--- src/rtl/pulse_meter_pkg.sv ---
// Shared types and constants for the pulse period meter.
// Build option: define PULSE_SYNC_EN to add a two-flop input synchronizer.
package pulse_meter_pkg;

  localparam int DEFAULT_WIDTH = 32;

  typedef enum logic [1:0] {
    IDLE,
    ARMED,
    LOCKED
  } meter_state_t;

`ifdef PULSE_SYNC_EN
  localparam int SYNC_STAGES = 2;
`else
  localparam int SYNC_STAGES = 0;
`endif

  // Edges after reset release before the edge history holds a real sample.
  localparam int PRIME_DEPTH = SYNC_STAGES + 1;

endpackage

--- src/rtl/pulse_edge_detect.sv ---
// Rising-edge detector for pulse_in, with an optional two-flop synchronizer
// in front of it when PULSE_SYNC_EN is defined.
module pulse_edge_detect
  import pulse_meter_pkg::*;
(
  input  logic clock,
  input  logic reset,
  input  logic pulse_in,
  output logic pulse_event
);

  logic                   sampled;
  logic                   prev_level;
  logic [PRIME_DEPTH-1:0] prime_sr;

`ifdef PULSE_SYNC_EN
  logic [1:0] sync_ff;

  always_ff @(posedge clock or posedge reset) begin
    if (reset) begin
      sync_ff <= 2'b00;
    end else begin
      sync_ff <= {sync_ff[0], pulse_in};
    end
  end

  assign sampled = sync_ff[1];
`else
  assign sampled = pulse_in;
`endif

  // An event needs a real low sample first, so a level that is already
  // high when reset is released does not count as an edge.
  always_ff @(posedge clock or posedge reset) begin
    if (reset) begin
      prev_level <= 1'b0;
      prime_sr   <= '0;
    end else begin
      prev_level <= sampled;
      prime_sr   <= (prime_sr << 1) | PRIME_DEPTH'(1);
    end
  end

  assign pulse_event = prime_sr[PRIME_DEPTH-1] & sampled & ~prev_level;

endmodule

--- src/rtl/pulse_period_meter.sv ---
// Measures the edge-to-edge interval of pulse_in in clock cycles.
// Build option: PULSE_SYNC_EN adds two cycles of input latency.
module pulse_period_meter
  import pulse_meter_pkg::*;
#(
  parameter int WIDTH = DEFAULT_WIDTH
) (
  input  logic             clock,
  input  logic             reset,
  input  logic             pulse_in,
  output logic [WIDTH-1:0] period,
  output logic             period_valid,
  output logic             locked,
  output logic             overflow
);

  localparam logic [WIDTH-1:0] COUNT_MAX  = '1;
  localparam logic [WIDTH-1:0] COUNT_NEAR = {{(WIDTH-1){1'b1}}, 1'b0};
  localparam logic [WIDTH-1:0] COUNT_ONE  = {{(WIDTH-1){1'b0}}, 1'b1};

  meter_state_t     state;
  logic [WIDTH-1:0] count;
  logic             pulse_event;

  pulse_edge_detect u_edge (
    .clock       (clock),
    .reset       (reset),
    .pulse_in    (pulse_in),
    .pulse_event (pulse_event)
  );

  // A saturated count means the interval is unmeasurable: flag overflow and
  // fall back to ARMED so the next event starts a fresh interval.
  always_ff @(posedge clock or posedge reset) begin
    if (reset) begin
      state        <= IDLE;
      count        <= '0;
      period       <= '0;
      period_valid <= 1'b0;
      locked       <= 1'b0;
      overflow     <= 1'b0;
    end else begin
      period_valid <= 1'b0;
      unique case (state)
        IDLE: begin
          if (pulse_event) begin
            count  <= COUNT_ONE;
            state  <= ARMED;
            locked <= 1'b0;
          end
        end
        ARMED, LOCKED: begin
          if (pulse_event) begin
            count <= COUNT_ONE;
            if (count == COUNT_MAX) begin
              overflow <= 1'b1;
              state    <= ARMED;
              locked   <= 1'b0;
            end else begin
              period       <= count;
              period_valid <= 1'b1;
              state        <= LOCKED;
              locked       <= 1'b1;
            end
          end else if (count != COUNT_MAX) begin
            count <= count + COUNT_ONE;
            if (count == COUNT_NEAR) begin
              overflow <= 1'b1;
              state    <= ARMED;
              locked   <= 1'b0;
            end
          end
        end
        default: begin
          state  <= IDLE;
          locked <= 1'b0;
        end
      endcase
    end
  end

endmodule

--- config.mk ---
export PLATFORM = sky130hd
export DESIGN_NAME = pulse_period_meter
export DESIGN_NICKNAME = d
export VERILOG_FILES = /design/src/rtl/pulse_meter_pkg.sv /design/src/rtl/pulse_edge_detect.sv /design/src/rtl/pulse_period_meter.sv
export SDC_FILE = /design/constraint.sdc
export NUM_CORES = 1
export LEC_CHECK = 0
export BUFFER_PORTS_ARGS = -buffer_cell sky130_fd_sc_hd__buf_2
export CELL_PAD_IN_SITES_DETAIL_PLACEMENT = 0
export CELL_PAD_IN_SITES_GLOBAL_PLACEMENT = 1
export CORE_MARGIN = 8
export CORE_UTILIZATION = 40
export CTS_CLUSTER_SIZE = 20
export DETAILED_ROUTE_END_ITERATION = 8
export PLACE_DENSITY = 0.73
export SYNTH_ARGS = -nofsm -noshare
export SYNTH_HDL_FRONTEND = slang
export SYNTH_SLANG_ARGS = --single-unit
--- constraint.sdc ---
create_clock -name clock -period 5.7 [get_ports clock]
set_input_delay 0.855 -clock clock [delete_from_list [all_inputs] [get_ports clock]]
set_output_delay 0.855 -clock clock [all_outputs]
set_load 0.02 [all_outputs]
==> results of run 1 <==
[final cells by class]
class	instances	area, µm²
clock buffer	13	168.9
clock inverter	3	17.52
fill	819	4961
inverter	10	37.54
multi-input combinational	241	1767
sequential	70	1752
tap	111	138.9
timing repair buffer	42	222.7
[routing by layer]
metal / part of all wire / vias to the layer above
li1: - / 1348
met1: 0.50 / 1402
met2: 0.44 / 52
met3: 0.039 / 13
met4: 0.017 / 0
met5: 0 / -
[worst max-delay path, delay by kind of cell (launching register included)]
family	cells	cell delay [ps]
simple gates	4	1760
buf+inv	1	470
flops	1	450
mux	1	330
[sequential cells by signal, summed over array words and instances, names as in the netlist]
| register | count |
|---|---|
| period_valid | 1 |
| u_edge.prime_sr | 1 |
| state | 1 |
| locked | 1 |
| period | 32 |
| u_edge.prev_level | 1 |
| count | 32 |
| overflow | 1 |
[how the worst max path moves through the flow]
stage / cells after the start / startpoint / endpoint
2_1_floorplan: 1 / reset / count[0]
5_1_grt: 6 / count[28] / period[30]
4_1_cts: 6 / count[27] / period[29]
3_5_place_dp: 5 / pulse_in / period[16]
3_3_place_gp: 5 / pulse_in / period[29]
6_report: 6 / count[27] / period[29]
[logic make-up after synthesis]
kind of cell,after synthesis,synth area share
and+or+nand+nor,132,0.2042
AOI/OAI and AO/OA,70,0.1319
DFF,70,0.4796
muxes,34,0.1329
buffers and inverters,28,0.03666
adders and majority gates,4,0.01370
other,1,0.001027
[cell usage after synthesis, types with 7 or more instances]
| cell type | instances | share of area |
|---|---|---|
| nand2_1 | 32 | 0.033 |
| nand3_1 | 26 | 0.036 |
| mux2_4 | 28 | 0.12 |
| nor2_1 | 12 | 0.012 |
| clkbuf_1 | 11 | 0.011 |
| inv_1 | 10 | 0.010 |
| dfrtp_1 | 70 | 0.48 |
| or4_1 | 13 | 0.027 |
| o211ai_1 | 13 | 0.027 |
| nand4_1 | 13 | 0.022 |
| a21o_1 | 11 | 0.023 |
| nor3_1 | 7 | 0.0096 |
| a21oi_1 | 13 | 0.018 |
| o21ai_0 | 14 | 0.019 |
| nor4_1 | 7 | 0.012 |
[where the power goes]
group	total (µW)	internal, µW	switching (µW)
logic	271	83.2	188
clock network	377	192	185
registers	544	518	25.2
total	1190	794	398
[stage by stage]
step	utilization	area (µm²)	setup WS, ps
2_1_floorplan	-	3652	3077
3_3_place_gp	0.4322	3918	2560
3_5_place_dp	0.4322	3918	2514
4_1_cts	0.4527	4104	2510
5_1_grt	0.4527	4104	2339
6_report	0.4527	4104	2559
==> summary.md, run 1 <==
| Metric | Value |
|---|---|
| Initial DRC count | `143` |
| Worst setup EP type | `register` |
| Dpl cells | `roughly 470` |
| Max-Cap Viols | `0` |
| Core ar. | `9065 µm²` |
| Top_reg_cell synth | `dfrtp_1` |
| Final Critical Period | `3141 ps` |
| Synth Warn # | `0` |
| Post-CTS Setup Bufs | `0` |
| Hold/Removal Path Class | `reg -> reg` |
| GRT met1 Usage | `0.1993` |
| Fin Hold WS | `463.7 ps` |
| Drt first pass iters | `4` |
| Layout cells sized above 1 | `0.2612` |
| Via density | `approximately 5.7` |
| GRT met3 Usage | `0.03247` |
| Met2 usage | `0.2077` |
| Hold Startpoint | `overflow` |
| Achievable frequency | `318.3 MHz` |
| CTS tree | `built` |
| Initial antenna violation count | `0` |
| Reg clk slew, reported paths | `70 ps` |
| Most frequent cells in the layout | `dfrtp_1, buf_2, nand2_1, mux2_4, nand3_1` |
| LEAKAGE | `between 0.0015 and 0.002 µW` |
| Worst-Margin Slew | `1076 ps` |
| Reg2reg setup slack | `2560 ps` |
| Register area share after synthesis | `0.4796` |
| Final Hold Fails | `0` |
| Post-CTS sizing | `0` |
| Layout Nets | `381` |
| Commonest non-fill, non-tap cell in the layout | `dfrtp_1` |
| Area Overhead vs Synth | `12.37%` |
| Vias | `2815` |
| Non-Filler Instances | `490` |
| Mapped cell area | `3652 µm²` |
| Overall Power | `1192 µW` |
| Max stage delay on crit path | `910 ps` |
| CP max stage cell | `nor3b_4` |
| Post-synth cell types | `48` |
| Worst slew margin | `0.2820` |
| Pwr dens | `290.3 nW/µm²` |
| Worst Path Arrival | `around 3400 ps` |
| ANT cells | `0` |
| FF-to-FF Start | `count[27]` |
| Hold EP | `overflow` |
| RR Endpoint | `period[29]` |
| Final HPWL from detailed placement | `5601 µm` |
| Remaining Overflow, GRT | `0` |
| DR WL/cell | `17.26 µm` |
| Most used routing layer | `met2` |
| TNS Setup | `0 ps` |
| Cells along the critical path | `nand4_1, or4_1, nor2_8, nor3b_4, buf_4, mux2_4` |
| Total Routed Length | `about 8500 µm` |
| Post-Syn Nets | `346` |
| Final Max Slew Viols | `0` |
| CTS max path bufs | `2` |
| Status | `complete, no violations` |
| EDFF count, synth | `0` |
| Final setup fails | `0` |
| Largest fanout on the critical path | `18` |
| RSZ-0062 raised after global routing | `no` |
| I/O pin count | `38` |
| CTS Sinks | `70` |
| Share of synthesized flip-flops with an asynchronous set or reset | `1.000` |
| First-pass GRT wire length | `about 15000 µm` |
| Mapped Cells | `about 340` |
| Hold Path Depth | `1` |
| Largest net degree at the start of global routing | `71` |
| Die X | `111.6 µm` |
| Row Count | `35` |
| CTS buffer count | `9` |
| Synth Register Bits | `70` |
| Initial Util | `0.4029` |
| Die area | `between 10000 and 15000 µm²` |
| WS Path Type | `reg -> reg` |
| Reg2reg path depth | `6` |
| CP Launch Type | `register` |
| CTS root buf | `clkbuf_8` |
| Fin crit share | `0.5511` |
| Number of port buffers | `37` |
| Cts hold-fix bufs | `0` |
| Routability cong. | `between 0.8 and 0.9` |
| Peak VDD IR | `0.1611 mV` |
| Worst skew pair latency | `350 ps` |
| Final Skew | `15.03 ps` |
| Remaining routing DRC violations | `0` |
| Synth Area per Inst | `10.77 µm²` |
| Total GRT Usage | `0.1443` |
| Htree depth | `3` |
| Vias in the first global route | `approximately 2700` |
| DIE HEIGHT | `111.6 µm` |
| Post-DRT Antenna Nets | `0` |
| CP Data Required Time | `5930 ps` |
(Power assumes the default switching activity.)
==> run 2, diff against run 1 <==
clock period = 3.3 ns   (was 5.7 ns; I/O delays follow)
==> summary.md, run 2 (synthesized netlist as in run 1, its figures left out) <==
| Metric | Value |
|---|---|
| Worst skew pair latency | `350 ps (about the same)` |
| Post-Place Setup Slack | `580.6 ps (was 2514 ps)` |
| CTS root buf | `clkbuf_8 (unchanged)` |
| CTS Sinks | `70 (unchanged)` |
| Overall Power | `2294 µW (was 1192 µW)` |
| Worst-Margin Slew | `794.0 ps (was 1076 ps)` |
| Initial Util | `0.4029 (unchanged)` |
| Max stage delay on crit path | `880 ps (was 910 ps)` |
| Reg clk slew, reported paths | `80 ps (was 70 ps)` |
| Total Routed Length | `8392 µm (was 8457 µm)` |
| RSZ-0062 raised after global routing | `no (unchanged)` |
| Hold/Removal Path Class | `in -> async (was reg -> reg)` |
| DR WL/cell | `16.99 µm (was 17.26 µm)` |
| ANT cells | `0 (unchanged)` |
| Sequential cell area | `1752 µm² (unchanged)` |
| First-pass GRT wire length | `14560 µm (was 14620 µm)` |
| FILL cells | `846 (was 819)` |
| Row Count | `35 (unchanged)` |
| Area Overhead vs Synth | `15.21% (was 12.37%)` |
| Worst slew margin | `0.4706 (was 0.2820)` |
| Core ar. | `9065 µm² (unchanged)` |
| Cells along the critical path | `nand4_1, or4_1, nor2_8, nor3b_4, buf_4, mux2_4 (unchanged)` |
| Most frequent cells in the layout | `dfrtp_1, buf_2, nand2_1, mux2_4, nand3_1 (unchanged)` |
| Fin crit share | `0.8389 (was 0.5511)` |
| Final Critical Period | `2768 ps (was 3141 ps)` |
| CTS buffer count | `9 (unchanged)` |
| Drt first pass iters | `4 (unchanged)` |
| Remaining routing DRC violations | `0 (unchanged)` |
| Max-Cap Viols | `0 (unchanged)` |
| TNS Setup | `0 ps (unchanged)` |
| LEAKAGE | `0.002015 µW (was 0.001967 µW)` |
| I/O pin count | `38 (unchanged)` |
| Layout cells sized above 1 | `0.2689 (was 0.2612)` |
| Footprint of the multi-input gates | `1767 µm² (unchanged)` |
| CP Data Required Time | `3530 ps (was 5930 ps)` |
| Vias in the first global route | `2787 (was 2727)` |
| Largest fanout on the critical path | `34 (was 18)` |
| Htree depth | `3 (unchanged)` |
| Achievable frequency | `361.2 MHz (was 318.3 MHz)` |
| DIE HEIGHT | `111.6 µm (unchanged)` |
| WS Path Type | `reg -> reg (unchanged)` |
| Initial DRC count | `141 (was 143)` |
| CTS tree | `built (unchanged)` |
| Number of port buffers | `37 (unchanged)` |
| Biggest regs | `count (32), period (32) (unchanged)` |
| Peak VDD IR | `0.2573 mV (was 0.1611 mV)` |
| Cell class contributing the biggest share of worst-path delay | `simple AND/OR/NAND/NOR gates (unchanged)` |
| Via density | `5.636 (was 5.745)` |
| Worst setup EP type | `register (unchanged)` |
| Status | `complete, no violations (unchanged)` |
| Total GRT Usage | `0.1428 (was 0.1443)` |
| Die X | `111.6 µm (unchanged)` |
| Cts hold-fix bufs | `0 (unchanged)` |
| Final Skew | `11.27 ps (was 15.03 ps)` |
| Commonest non-fill, non-tap cell in the layout | `dfrtp_1 (unchanged)` |
| Post-CTS sizing | `0 (unchanged)` |
| Final setup fails | `0 (unchanged)` |
| Vias | `2784 (was 2815)` |
| Routability cong. | `0.8415 (was 0.8198)` |
| Final Hold Fails | `0 (unchanged)` |
| Post-CTS Setup Bufs | `0 (unchanged)` |
| Post-DRT Antenna Nets | `0 (unchanged)` |
| Layout Nets | `385 (was 381)` |
| Remaining Overflow, GRT | `0 (unchanged)` |
| Largest net degree at the start of global routing | `71 (unchanged)` |
| Final HPWL from detailed placement | `5661 µm (was 5601 µm)` |
| CP Launch Type | `register (unchanged)` |
| Final Max Slew Viols | `0 (unchanged)` |
| Initial antenna violation count | `0 (unchanged)` |
| Buffers and inverters on the worst path | `1 (unchanged)` |
| Fin Hold WS | `215.7 ps (was 463.7 ps)` |
| Core Util, Final | `0.4642 (was 0.4527)` |
| CTS max path bufs | `2 (unchanged)` |
| Die area | `12440 µm² (unchanged)` |
| Worst Path Arrival | `3000 ps (was 3370 ps)` |
| CP max stage cell | `or4_1 (was nor3b_4)` |
| Fin worst setup slack | `531.5 ps (was 2559 ps)` |
| Pwr dens | `545.1 nW/µm² (was 290.3 nW/µm²)` |
## run 2: cell count changes in the layout (fill, tap and decap cells not counted)
cell       previous run  this run
buf_4                 5         8
bufinv_16             0         3
clkbuf_8             12        10
clkinv_2              2         0
buf_12                0         1
clkinv_4              0         1
## run 2: report_power, final
group          internal, µW  switching, µW
logic                   171            328
registers               895           42.5
clock network           525            333
total                  1590            704
## run 2: metrics by stage
step | std cells | cell area [µm²]
after floorplan | 339 | 3652
after global placement | 478 | 3960
after detailed placement | 478 | 3960
after CTS | 494 | 4208
after global routing | 494 | 4208
final | 494 | 4208
## run 2: metal layers
layer  vias up  track usage  share of wire
li1       1346            -              -
met1      1367       0.1966           0.49
met2        65       0.2141           0.46
met3         6      0.02435          0.045
met4         0      0.06472          0.011
met5         -            0              0
## run 2: layout make-up
cell class | instances | area share
Clock inverter | 5 | 0.02528
Multi-Input combinational cell | 241 | 0.4199
Inverter | 10 | 0.008921
Tap cell | 111 | 0.03301
Clock buffer | 11 | 0.03360
Sequential cell | 70 | 0.4163
Timing Repair Buffer | 46 | 0.06304
## run 2: final timing paths
kind                            from                 to  slack (ps)  cells after the start
max                        count[27]         period[23]         530                      6
min                            reset       period_valid         220                      3
min reg2reg                 overflow           overflow         470                      1
max reg2reg                count[27]         period[23]         530                      6
max in group asynchronous      reset          count[31]        2780                      3
min in group clock          pulse_in  u_edge.prev_level         270                      1
## run 2: worst reg2reg max path: stages (launching register included)
cell     delay, ps
dfrtp_1        470
nand4_1        270
or4_1          880
nor2_8         260
nor3b_4         60
buf_4          330
mux2_4         400
==> run 3, diff against run 2 <==
clock period = 2.75 ns   (was 3.3 ns; I/O delays follow)
==> summary.md, run 3 (synthesized netlist as in run 1, its figures left out) <==
| Metric | Value |
|---|---|
| Worst setup EP type | `register (unchanged)` |
| CTS Sinks | `70 (unchanged)` |
| Pwr dens | `617.8 nW/µm² (was 545.1 nW/µm²)` |
| Core ar. | `9065 µm² (unchanged)` |
| Final HPWL from detailed placement | `6132 µm (was 5661 µm)` |
| Final setup fails | `0 (unchanged)` |
| Post-CTS sizing | `0 (unchanged)` |
| Die area | `12440 µm² (unchanged)` |
| RR Endpoint | `period[3] (was period[23])` |
| Post-CTS Setup Bufs | `0 (unchanged)` |
| Fin crit share | `0.9153 (was 0.8389)` |
| Vias in the first global route | `2897 (was 2787)` |
| CTS root buf | `clkbuf_8 (unchanged)` |
| Biggest regs | `count (32), period (32) (unchanged)` |
| Worst skew pair latency | `340 ps (was 350 ps)` |
| Row Count | `35 (unchanged)` |
| Status | `complete, no violations (unchanged)` |
| Vias | `2901 (was 2784)` |
| Via density | `5.666 (was 5.636)` |
| Cells along the critical path | `ha_1, nand4_1, or4_1, nor2_8, nor3b_4, buf_12, mux2_2 (was nand4_1, or4_1, nor2_8, nor3b_4, buf_4, mux2_4)` |
| Max stage delay on crit path | `670 ps (was 880 ps)` |
| Reg clk slew, reported paths | `80 ps (about the same)` |
| CP max stage cell | `nor3b_4 (was or4_1)` |
| Post-DRT Antenna Nets | `0 (unchanged)` |
| CP Data Required Time | `2970 ps (was 3530 ps)` |
| I/O pin count | `38 (unchanged)` |
| Core Util, Final | `0.4772 (was 0.4642)` |
| First-pass GRT wire length | `15640 µm (was 14560 µm)` |
| Final Hold Fails | `0 (unchanged)` |
| DR WL/cell | `17.58 µm (was 16.99 µm)` |
| Layout cells sized above 1 | `0.3042 (was 0.2689)` |
| Remaining routing DRC violations | `0 (unchanged)` |
| ANT cells | `0 (unchanged)` |
| FF-to-FF Start | `count[1] (was count[27])` |
| Final Critical Period | `2517 ps (was 2768 ps)` |
| RSZ-0062 raised after global routing | `no (unchanged)` |
| Drt first pass iters | `5 (was 4)` |
| Reg2reg setup slack | `230 ps (was 530 ps)` |
| Max-Cap Viols | `0 (unchanged)` |
| CP Launch Type | `register (unchanged)` |
| FILL cells | `852 (was 846)` |
| Largest net degree at the start of global routing | `71 (unchanged)` |
| Total Routed Length | `9003 µm (was 8392 µm)` |
| Initial antenna violation count | `0 (unchanged)` |
| Peak VDD IR | `0.2786 mV (was 0.2573 mV)` |
| Total GRT Usage | `0.1540 (was 0.1428)` |
| Initial Util | `0.4029 (unchanged)` |
| CTS buffer count | `9 (unchanged)` |
| Area Overhead vs Synth | `18.43% (was 15.21%)` |
| Final Max Slew Viols | `0 (unchanged)` |
| Die X | `111.6 µm (unchanged)` |
| Number of port buffers | `37 (unchanged)` |
| Hold/Removal Path Class | `in -> async (unchanged)` |
| Worst Path Arrival | `2740 ps (was 3000 ps)` |
| Largest fanout on the critical path | `25 (was 34)` |
| Worst slew margin | `0.4798 (was 0.4706)` |
| Initial DRC count | `198 (was 141)` |
| Layout Nets | `404 (was 385)` |
| Htree depth | `3 (unchanged)` |
| CTS tree | `built (unchanged)` |
| TNS Setup | `0 ps (unchanged)` |
| CTS max path bufs | `2 (unchanged)` |
| Reg2reg path depth | `7 (was 6)` |
| Commonest non-fill, non-tap cell in the layout | `dfrtp_1 (unchanged)` |
| Remaining Overflow, GRT | `0 (unchanged)` |
| DIE HEIGHT | `111.6 µm (unchanged)` |
| Most frequent cells in the layout | `dfrtp_1, buf_2, nand2_1, mux2_4 (was dfrtp_1, buf_2, nand2_1, mux2_4, nand3_1)` |
| LEAKAGE | `0.002098 µW (was 0.002015 µW)` |
| Routability cong. | `0.8090 (was 0.8415)` |
| WS Path Type | `reg -> reg (unchanged)` |
| Worst-Margin Slew | `779.4 ps (was 794.0 ps)` |
| Cts hold-fix bufs | `0 (unchanged)` |
| Achievable frequency | `397.3 MHz (was 361.2 MHz)` |
| Final Skew | `10.99 ps (was 11.27 ps)` |
-- run 3: layout make-up --
| cell class | count | area (µm²) | share of cell area |
|---|---|---|---|
| multi-input combinational | 241 | 1767 | 0.4084 |
| sequential | 70 | 1752 | 0.4050 |
| timing repair buffer | 65 | 420.4 | 0.09719 |
| tap | 111 | 138.9 | 0.03211 |
| clock buffer | 9 | 123.9 | 0.02864 |
| clock inverter | 6 | 86.33 | 0.01996 |
| inverter | 10 | 37.54 | 0.008678 |
-- run 3: metal layers --
layer,up-vias,GRT usage,routed length [µm]
li1,1386,-,-
met1,1447,0.2149,4334
met2,64,0.2335,4243
met3,4,0.03301,352
met4,0,0.04467,73
met5,-,0,0
-- run 3: report_power, final --
part | switching [µW] | total, µW | internal (µW) | leakage (µW)
combinational | 435 | 666 | 231 | 0.00103
sequential | 30.1 | 1100 | 1070 | 0.000965
clock | 396 | 902 | 506 | 0.000105
total | 861 | 2670 | 1810 | 0.00210
-- run 3: worst max-delay path by stage --
stage                          from         to  slack [ps]  depth (start not counted)
after CTS                 count[27]  period[3]         210                          6
after global placement    count[27]  period[3]         310                          6
final                      count[1]  period[3]         230                          7
after floorplan               reset   count[0]         570                          1
after detailed placement  count[27]  period[4]         220                          6
after global routing       count[1]  period[3]         100                          7
-- run 3: through the flow --
step / hold slack (ps) / area [µm²] / instances / worst slack, ps / total power [µW]
global route: 150.4 / 4325 / 512 / 95.92 / 2821
detailed placement: 448.2 / 4115 / 497 / 222.2 / 1790
finish: 129.6 / 4325 / 512 / 233.0 / 2672
CTS: 156.4 / 4325 / 512 / 213.8 / 2699
global placement: 440.4 / 4115 / 497 / 312.0 / 1784
floorplan: 443.9 / 3652 / 339 / 569.3 / 1559
-- run 3: worst max-delay path, delay by kind of cell, from the launching register on --
kind                       cells  cell delay [ps]
and+or+nand+nor                4             1060
DFF                            1              440
buffers and inverters          1              300
adders and majority gates      1              220
muxes                          1              360
